$ cat src/rtl/pipelined_ripple_adder.sv
// Pipelined ripple-carry adder/subtractor: STAGES chunks of WIDTH/STAGES bits, carry registered between chunks.
// Optional SATURATE_EN clamps the final sum on signed overflow (cout still reports the raw carry).
module pipelined_ripple_adder #(
    parameter int WIDTH  = 32,
    parameter int STAGES = 4
) (
    input  logic             clk,
    input  logic             rst,
    input  logic             in_valid,
    output logic             in_ready,
    input  logic [WIDTH-1:0] a,
    input  logic [WIDTH-1:0] b,
    input  logic             cin,
    input  logic             sub,
    output logic             out_valid,
    input  logic             out_ready,
    output logic [WIDTH-1:0] sum,
    output logic             cout,
    output logic             overflow
);

    localparam int CW  = WIDTH / STAGES;
    localparam int MSB = WIDTH - 1;

    logic adv;

    // Element k holds the inputs seen by stage k (element 0 comes straight from the ports).
    logic             v_in [STAGES];
    logic [WIDTH-1:0] a_in [STAGES];
    logic [WIDTH-1:0] b_in [STAGES];
    logic [WIDTH-1:0] s_in [STAGES];
    logic             c_in [STAGES];

    assign adv      = !out_valid || out_ready;
    assign in_ready = adv;

    assign v_in[0] = in_valid;
    assign a_in[0] = a;
    assign b_in[0] = sub ? ~b : b;
    assign c_in[0] = sub ? 1'b1 : cin;
    assign s_in[0] = '0;

    for (genvar k = 0; k < STAGES; k++) begin : g_stage
        localparam int LO = k * CW;

        logic [CW:0]      chunk;
        logic [WIDTH-1:0] s_nxt;

        assign chunk = {1'b0, a_in[k][LO +: CW]} + {1'b0, b_in[k][LO +: CW]}
                     + {{CW{1'b0}}, c_in[k]};

        always_comb begin
            s_nxt           = s_in[k];
            s_nxt[LO +: CW] = chunk[CW-1:0];
        end

        if (k < STAGES - 1) begin : g_mid
            logic             v_r;
            logic [WIDTH-1:0] a_r;
            logic [WIDTH-1:0] b_r;
            logic [WIDTH-1:0] s_r;
            logic             c_r;

            always_ff @(posedge clk) begin
                if (rst) begin
                    v_r <= 1'b0;
                    a_r <= '0;
                    b_r <= '0;
                    s_r <= '0;
                    c_r <= 1'b0;
                end else if (adv) begin
                    v_r <= v_in[k];
                    a_r <= a_in[k];
                    b_r <= b_in[k];
                    s_r <= s_nxt;
                    c_r <= chunk[CW];
                end
            end

            assign v_in[k+1] = v_r;
            assign a_in[k+1] = a_r;
            assign b_in[k+1] = b_r;
            assign s_in[k+1] = s_r;
            assign c_in[k+1] = c_r;
        end else begin : g_last
            logic             ovf_nxt;
            logic [WIDTH-1:0] sum_nxt;

            // Operands of equal sign producing a result of the other sign.
            assign ovf_nxt = (a_in[k][MSB] == b_in[k][MSB]) && (s_nxt[MSB] != a_in[k][MSB]);

`ifdef SATURATE_EN
            logic [WIDTH-1:0] sat_max;
            assign sat_max = {WIDTH{1'b1}} >> 1;
            assign sum_nxt = !ovf_nxt     ? s_nxt   :
                             a_in[k][MSB] ? ~sat_max : sat_max;
`else
            assign sum_nxt = s_nxt;
`endif

            always_ff @(posedge clk) begin
                if (rst) begin
                    out_valid <= 1'b0;
                    sum       <= '0;
                    cout      <= 1'b0;
                    overflow  <= 1'b0;
                end else if (adv) begin
                    out_valid <= v_in[k];
                    sum       <= sum_nxt;
                    cout      <= chunk[CW];
                    overflow  <= ovf_nxt;
                end
            end
        end
    end

endmodule
$ cat config.mk
export PLATFORM = sky130hd
export DESIGN_NAME = pipelined_ripple_adder
export DESIGN_NICKNAME = d
export VERILOG_FILES = /design/src/rtl/pipelined_ripple_adder.sv
export SDC_FILE = /design/constraint.sdc
export NUM_CORES = 1
export LEC_CHECK = 0
export BUFFER_PORTS_ARGS = -buffer_cell sky130_fd_sc_hd__buf_4
export CELL_PAD_IN_SITES_DETAIL_PLACEMENT = 1
export CELL_PAD_IN_SITES_GLOBAL_PLACEMENT = 1
export CORE_MARGIN = 4
export CORE_UTILIZATION = 43
export DETAILED_ROUTE_END_ITERATION = 8
export GPL_TIMING_DRIVEN = 0
export PLACE_DENSITY_LB_ADDON = 0.1
export SLEW_MARGIN = 20
export SYNTH_ARGS = -nofsm -noshare
export SYNTH_HDL_FRONTEND = slang
export SYNTH_SLANG_ARGS = --single-unit
export TNS_END_PERCENT = 30
$ cat constraint.sdc
create_clock -name clk -period 3.2 [get_ports clk]
set_input_delay 0.64 -clock clk [delete_from_list [all_inputs] [get_ports clk]]
set_output_delay 0.64 -clock clk [all_outputs]
set_load 0.05 [all_outputs]
**Yosys cells after proc, flatten, opt, wreduce, memory -nomap -nowiden**

Index checks and enable logic that the tools add are counted.

- Register bits: 281
- Input bits: 70
- Output and inout bits: 36
- Logic and storage cells: 35

- Add/sub/neg operators: 8
- Eq/ne operators: 2
- Multiplexer cells: 2
- Bitwise operators: 1
- Reduce and logical (&&, ||, !) cells: 3

Operator list:

| operator | number |
|---|---|
| adder 8 x 8 -> 9 bit | 4 |
| adder 9 x 1 -> 9 bit | 4 |
| 2-to-1 mux 32 bit | 1 |
| inverter 32 bit | 1 |
| equality test 1 bit | 1 |
| logical AND 1 bit | 1 |
| logical NOT 1 bit | 1 |
| logical OR 1 bit | 1 |
| 2-to-1 mux 1 bit | 1 |
| != test 1 bit | 1 |

**Longest topological paths before layout**

Gate-level depths: netlist of the first run.

- Word-level depth: 4
- Mapped depth: 10
- Mapped depth without buffers: 8

**Worst setup path after synthesis of the first run**

Ideal clock, no wire load.

- Path kind: input to register
- From: input port sub
- To: register g_stage[0].g_mid.c_r
- Data arrival time: 2.599 ns
- Required time: 3.080 ns
- Setup slack: 0.481 ns
- Cell stages on the path: 10
- Cell sequence: buf_2 buf_2 or2_2 fa_1 inv_1 fa_1 nor2b_1 o21a_1 o21a_1 o31a_1

- Cells in the longest elaborated chain, start to end: 3
- Elaborated cells between the ends (all ways): 4
- Classes of those cells: add/sub (2); mux (2)

RTL lines:

| what | line | text |
|---|---|---|
| start, declared | 14 | `input logic sub,` |
| 2-to-1 mux 32 bit | 39 | `assign b_in[0] = sub ? ~b : b;` |
| adder 8 x 8 -> 9 bit | 49 | `assign chunk = {1'b0, a_in[k][LO +: CW]} + {1'b0, b_in[k][LO +: CW]}` |
| adder 9 x 1 -> 9 bit * | 50 | `+ {{CW{1'b0}}, c_in[k]};` |
| end signal, assigned | 76 | `c_r <= chunk[CW];` |
| end, declared | 62 | `logic c_r;` |

Every way passes the cells marked *; elsewhere a longest branch is shown, timed or not.
A chain may end at the register's enable or synchronous reset.

**Worst setup path in the final report of the first run**

- From: register out_valid
- To: output port in_ready

- Cells in the longest elaborated chain, start to end: 2

RTL lines:

| what | line | text |
|---|---|---|
| start, declared | 15 | `output logic out_valid,` |
| start signal, assigned | 108 | `out_valid <= v_in[k];` |
| logical NOT 1 bit | 34 | `assign adv = !out_valid \|\| out_ready;` |
| logical OR 1 bit | 34 |  |
| end, declared | 10 | `output logic in_ready,` |

No other way between the ends.

==> flow_summary.yaml, run 1 <==
drt:
  drtPass1Iterations: 5
  drt_iter0_markers: 378
  routed_wl_mm: 24.6
  drc: 0
  wl_per_cell_um: 18.4
  ant_nets: 0
  via_per_inst: 5.35
  vias: 7166
clock_tree:
  clock_path_buffers: 2
  ctsHtreeMaxLevel: 4
  cts_setup_buffers: 0
  insertion_delay_ns: 0.44
  path_clk_slew_ns: 0.07
  cts_sinks: 185
  cts_resized: 0
  cts_hold_buf: 0
  root_buffer: "clkbuf_16"
  cts_buffers: 17
  cts_tree: "built"
global_route:
  grt_pass1_wl_mm: 39.5
  grt_overflow: 0
  grt_max_degree: 17
  antenna_found_initial: 0
  first_global_vias: 7254
  grt_use_total_pct: 24.6
logic_synthesis:
  synth_area_leaders: "dfxtp_1, nand2_1, a21oi_1, ha_1, a211oi_1"
  synthesis.area_mm2: 0.00799
  ys.warnings.count: 0
  synth_edf_count: 0
  synthCells: 976
  yosysMostFrequentCell: "nand2_1"
  synthDistinctLibCells: 40
  synth_top_cells_by_count: "nand2_1, dfxtp_1, a21oi_1"
  yosysTopAreaCell: "dfxtp_1"
  synth_fp_nets: 1082
  syn_area_per_cell_um2: 8.19
  async_reset_ff_share_pct: 0
  ys_seq_elements: 185
  synth_top_area_share_pct: 46.3
  seq_area_frac_synth_pct: 46.3
  ys.flop_type: "dfxtp_1"
finish:
  multi_input_area_mm2: 0.00392
  fillerInstances: 2263
  fin_area_mm2: 0.00965
  syn_to_final_growth_pct: 20.7
  nNetsFinal: 1204
  regArea_mm2: 0.00370
  diodes: 0
  final_cell_count_no_fill: 1340
  layout-drive-gt1-share_pct: 16.8
timing:
  rsz0062_at_grt: "false"
  maxSlewHeadroom_pct: 51.2
  report.final.slew_viol_count: 0
  final.setup.tns_ns: 0
  hold_violations: 0
  post-route-period-util_pct: 84.4
  period_minus_slack_ns: 2.70
  fin_skew_ns: 0.00903
  fmax_mhz: 370
  setup_viol: 0
  tightest_slew_ns: 0.732
floorplanning:
  rows: 49
  fp.dieH_um: 144
  core_mm2: 0.0181
  chipWidth_um: 144
  io-pin-count: 106
  dieArea_mm2: 0.0208
  start_util_pct: 44.0
run:
  cap_violations: 0
power_and_ir_drop:
  power_leakage_nw: 3.99
  total_power_w: 0.00538
  power_density_mw_per_mm2: 557
  vdd_drop_max_uv: 312
setup_path:
  cp_max_fo: 10
  startpoint_type: "flop"
  end_kind: "primary output"
  required_ns: 2.56
  slowest_stage: "clkbuf_1"
  cp_cell_sequence: "nor2b_4 -> inv_1 -> buf_2 -> clkbuf_1 -> buf_4"
  critPathKind: "flop to primary output"
  slowest_delay_ns: 0.51
  worst_ep_arrival_time_ns: 2.06
place:
  placement.cell_area_mm2: 0.00905
  dp_hpwl_mm: 18.6
  dpl.cell_count: 1308
  gp_congestion: 0.897
  io_buffer_count: 103
hold_path:
  hp-class: "primary input to flop"
outcome:
  status: "finished, final reports clean"
routing by layer:
| metal | vias up | GRT usage (%) | part of all wire (%) |
|---|---|---|---|
| met1 | 3411 | 33.1 | 46 |
| li1 | 3559 | - | - |
| met5 | - | 0 | 0 |
| met4 | 0 | 7.61 | 2.1 |
| met3 | 41 | 4.00 | 4.3 |
| met2 | 155 | 40.6 | 47 |
metrics by stage:
step	setup slack, ns	utilization, %	hold WS, ns
after floorplan	0.481	-	0.432
after global placement	0.279	49.9	0.440
after detailed placement	0.269	49.9	0.445
after CTS	0.464	53.2	0.436
after global routing	0.356	53.2	0.453
final	0.498	53.2	0.450
critical path: cells and delay by family (launching register included):
kind,cells,cell delay (ns)
buffers and inverters,4,1.16
DFF,1,0.32
and+or+nand+nor,1,0.14
placed cells by master, fill, tap and decap left out, drive strengths merged:
cell type,synthesis,layout
fa,8,8
or2,3,3
nor2b,4,4
xor2,11,11
and3,6,6
nor4,3,3
clkbuf,16,36
clkinvlp,0,2
o21a,9,9
nand3b,3,3
nor4b,3,3
or3,7,7
a21oi,154,154
o211ai,5,5
xnor2,27,27
nand2,274,274
nand2b,1,1
and2,2,2
o2111ai,3,3
nand4b,2,2
clkinv,0,3
inv,12,17
a21o,6,6
and3b,2,2
and4,2,2
dfxtp,185,185
bufinv,0,2
nor3,8,8
o31ai,2,2
a211oi,34,34
nor2,32,32
buf,53,156
ha,28,28
a2111oi,4,4
nand3,34,34
o221a,2,2
o21ai,25,25
a31oi,4,4
o31a,2,2
kinds of logic (layout without fill, tap and decap cells):
| family | after synthesis | in the layout | share of synthesized area [%] |
|---|---|---|---|
| AOI/OAI and AO/OA | 250 | 250 | 18.0 |
| buffers and inverters | 81 | 216 | 4.68 |
| xor gates and xnor gates | 38 | 38 | 4.16 |
| DFF | 185 | 185 | 46.3 |
| adders and majority gates | 36 | 36 | 6.39 |
| and+or+nand+nor | 386 | 386 | 20.4 |
registers in the layout, summed over array words and instances (netlist names):
name and cells:
g_stage.g_mid.a_r 48, g_stage.g_mid.b_r 48, g_stage.g_mid.s_r 48, sum 32
g_stage.g_mid.c_r 3, g_stage.g_mid.v_r 3, cout 1, out_valid 1
overflow 1
report_power, final:
group	total, W	internal, W	switching [W]
clock network	0.00215	0.00120	0.000950
registers	0.00256	0.00245	0.000102
logic	0.000667	0.000277	0.000390
total	0.00538	0.00394	0.00144
path summary, 6_finish.rpt:
path,slack (ns),cells after the start,end,startpoint
hold / removal,0.45,3,g_stage[0].g_mid.v_r,in_valid
setup reg to reg,0.89,6,g_stage[1].g_mid.c_r,g_stage[0].g_mid.a_r[8]
hold reg to reg,0.45,2,sum[10],sum[10]
setup / recovery,0.50,5,in_ready,out_valid
area by class of cell:
type	count	area share (%)
repair buffers	103	8.01
clock inverters	12	1.43
inverters	12	0.467
multi-input cells	710	40.6
plain buffers	69	3.41
clock buffers	20	4.73
flip-flops and latches	185	38.4
well taps	229	2.97
Note: power is estimated with default switching activity, not from simulation.
==> inputs of run 2 (changes only) <==
Settings changed: CORE_UTILIZATION 43 to 39.
Clock period 3.2 ns to 2.2 ns, I/O delays scaled along.
==> run 2 against run 1 <==
  * Utilization is 4.9 points lower
  * Wire length is 1.5% lower
  * Critical path depth is 1 higher
  * Global-route usage is 2.5 points lower
  * Cell area is 0.80% higher
  * Clock-buffer cell count is 2 lower
  * Largest power group unchanged
  * Highest routed layer unchanged
==> flow_summary.yaml, run 2 (same netlist as run 1, synthesis figures left out) <==
setup_path:
  critPathKind: "flop to flop"
  r2r_slack_ns: 0.13
  startpoint_type: "flop"
  cp_cell_sequence: "fa_1 -> fa_1 -> a21o_1 -> a211oi_2 -> o2111ai_1 -> and3b_1"
  required_ns: 2.53
  worst_ep_arrival_time_ns: 2.40
  ff2ff_path_depth: 6
  end_kind: "flop"
  r2r-end: "g_stage[2].g_mid.c_r"
  cp_max_fo: 3
  slowest_delay_ns: 0.43
  r2r-start: "g_stage[1].g_mid.a_r[16]"
  slowest_stage: "fa_1"
  cpMostUsedCell: "fa_1"
  cp-startpoint: "g_stage[1].g_mid.a_r[16]"
hold_path:
  whs_path_depth: 3
  hold_end: "g_stage[0].g_mid.a_r[8]"
  min_from: "a[8]"
  hp-class: "primary input to flop"
clock_tree:
  cts_sinks: 185
  cts_setup_buffers: 0
  cts_buffers: 17
  insertion_delay_ns: 0.44
  ctsHtreeMaxLevel: 4
  root_buffer: "clkbuf_16"
  cts_tree: "built"
  cts_hold_buf: 0
  path_clk_slew_ns: 0.07
  clock_path_buffers: 2
floorplanning:
  io-pin-count: 106
  dieArea_mm2: 0.0229
  start_util_pct: 39.6
  chipWidth_um: 151
  rows: 52
  fp.dieH_um: 151
  core_mm2: 0.0202
timing:
  report.final.slew_viol_count: 0
  hold_violations: 0
  rsz0062_at_grt: "false"
  fin_skew_ns: 0.0113
  maxSlewHeadroom_pct: 58.6
  tightest_slew_ns: 0.620
  final.setup.tns_ns: 0
  post-route-period-util_pct: 94.0
  period_minus_slack_ns: 2.07
  fin_hold_ws_ns: 0.249
  fmax_mhz: 484
  setup_viol: 0
place:
  dp_hpwl_mm: 18.5
  io_buffer_count: 103
  gp_congestion: 0.821
finish:
  fillerInstances: 2471
  layout-drive-gt1-share_pct: 17.4
  nNetsFinal: 1203
  layout_common_cells: "nand2_1, dfxtp_1, a21oi_1"
  final_util_pct: 48.2
  syn_to_final_growth_pct: 21.7
  final_common_cell: "nand2_1"
  multi_input_area_mm2: 0.00394
  biggestRegsByFlops: "g_stage.g_mid.a_r: 48 flops, g_stage.g_mid.b_r: 48 flops, g_stage.g_mid.s_r: 48 flops"
  diodes: 0
  regArea_mm2: 0.00370
power_and_ir_drop:
  p_sw_share_pct: 26.9
  power_density_mw_per_mm2: 800
  internal_power_w: 0.00569
  combPwrFrac_pct: 12.5
  vdd_drop_max_uv: 516
  seqPwrFrac_pct: 47.7
  power.switching_w: 0.00209
  p_clk_share_pct: 39.7
  power_leakage_nw: 3.99
drt:
  drtPass1Iterations: 5
  routed_wl_mm: 24.2
  ant_nets: 0
  vias: 7075
  drt_iter0_markers: 341
  drc: 0
  via_per_inst: 5.13
  wl_per_cell_um: 17.6
global_route:
  grt_pass1_wl_mm: 38.8
  antenna_found_initial: 0
  grt_max_degree: 20
  grt_overflow: 0
  grt_use_total_pct: 22.1
  first_global_vias: 7200
outcome:
  status: "finished, final reports clean"
run:
  cap_violations: 0
==> run 2: cell types whose count changed in the layout (fill, tap and decap cells not counted) <==
cell | before | now
clkbuf_4 | 2 | 3
clkbuf_1 | 15 | 13
or2_2 | 3 | 2
inv_2 | 0 | 1
buf_8 | 0 | 2
buf_2 | 44 | 41
or2_4 | 0 | 1
clkbuf_8 | 2 | 1
a211oi_2 | 0 | 2
fa_1 | 8 | 5
a211oi_1 | 34 | 32
clkinv_2 | 2 | 3
inv_1 | 12 | 11
fa_2 | 0 | 3
==> run 2: layout make-up <==
| class | count | share of cell area, % |
|---|---|---|
| plain buffers | 68 | 3.58 |
| clock buffers | 18 | 4.52 |
| clock inverters | 13 | 1.47 |
| inverters | 12 | 0.463 |
| multi-input cells | 710 | 40.5 |
| flip-flops and latches | 185 | 38.1 |
| well taps | 270 | 3.47 |
| repair buffers | 103 | 7.95 |
==> run 2: per-layer routing <==
metal / routed length, um / global-route usage (%) / vias to the layer above
li1: - / - / 3564
met5: 0 / 0 / -
met2: 11500 / 37.2 / 121
met4: 528 / 7.25 / 0
met3: 728 / 3.29 / 38
met1: 11500 / 29.1 / 3352
==> run 2: critical path: cells and delay by family (launching register included) <==
| kind | cells | cell delay [ns] |
|---|---|---|
| adders and majority gates | 2 | 0.85 |
| AOI/OAI and AO/OA | 3 | 0.59 |
| DFF | 1 | 0.34 |
| and+or+nand+nor | 1 | 0.18 |
==> run 2: worst max-delay path by stage <==
stage / depth (start not counted) / slack (ns) / endpoint
CTS: 6 / 0.003 / g_stage[2].g_mid.c_r
global route: 6 / 0.02 / g_stage[2].g_mid.c_r
global placement: 10 / -0.23 / g_stage[0].g_mid.c_r
detailed placement: 10 / -0.25 / g_stage[0].g_mid.c_r
floorplan: 10 / -0.13 / g_stage[0].g_mid.c_r
finish: 6 / 0.13 / g_stage[2].g_mid.c_r
==> run 2: power groups by stage <==
stage	registers (W)	clock network (W)	logic (W)
6_report	0.00372	0.00309	0.000975
3_5_place_dp	0.00379	0	0.000975
2_1_floorplan	0.00382	0	0.000554
3_3_place_gp	0.00379	0	0.000960
5_1_grt	0.00374	0.00330	0.00109
4_1_cts	0.00372	0.00315	0.000983
==> run 2: stage by stage <==
step	setup WS (ns)	total power [W]	instances	cell area (um2)
detailed placement	-0.248	0.00477	1349	9130
finish	0.132	0.00778	1379	9730
global route	0.0194	0.00812	1379	9730
global placement	-0.229	0.00475	1349	9130
floorplan	-0.127	0.00437	976	8020
CTS	0.00309	0.00785	1379	9720
==> run 2: what timing repair did <==
action                     4_1_cts  5_1_grt
pin swaps                        0        2
resized for setup                1        3
setup endpoints to repair        2        5
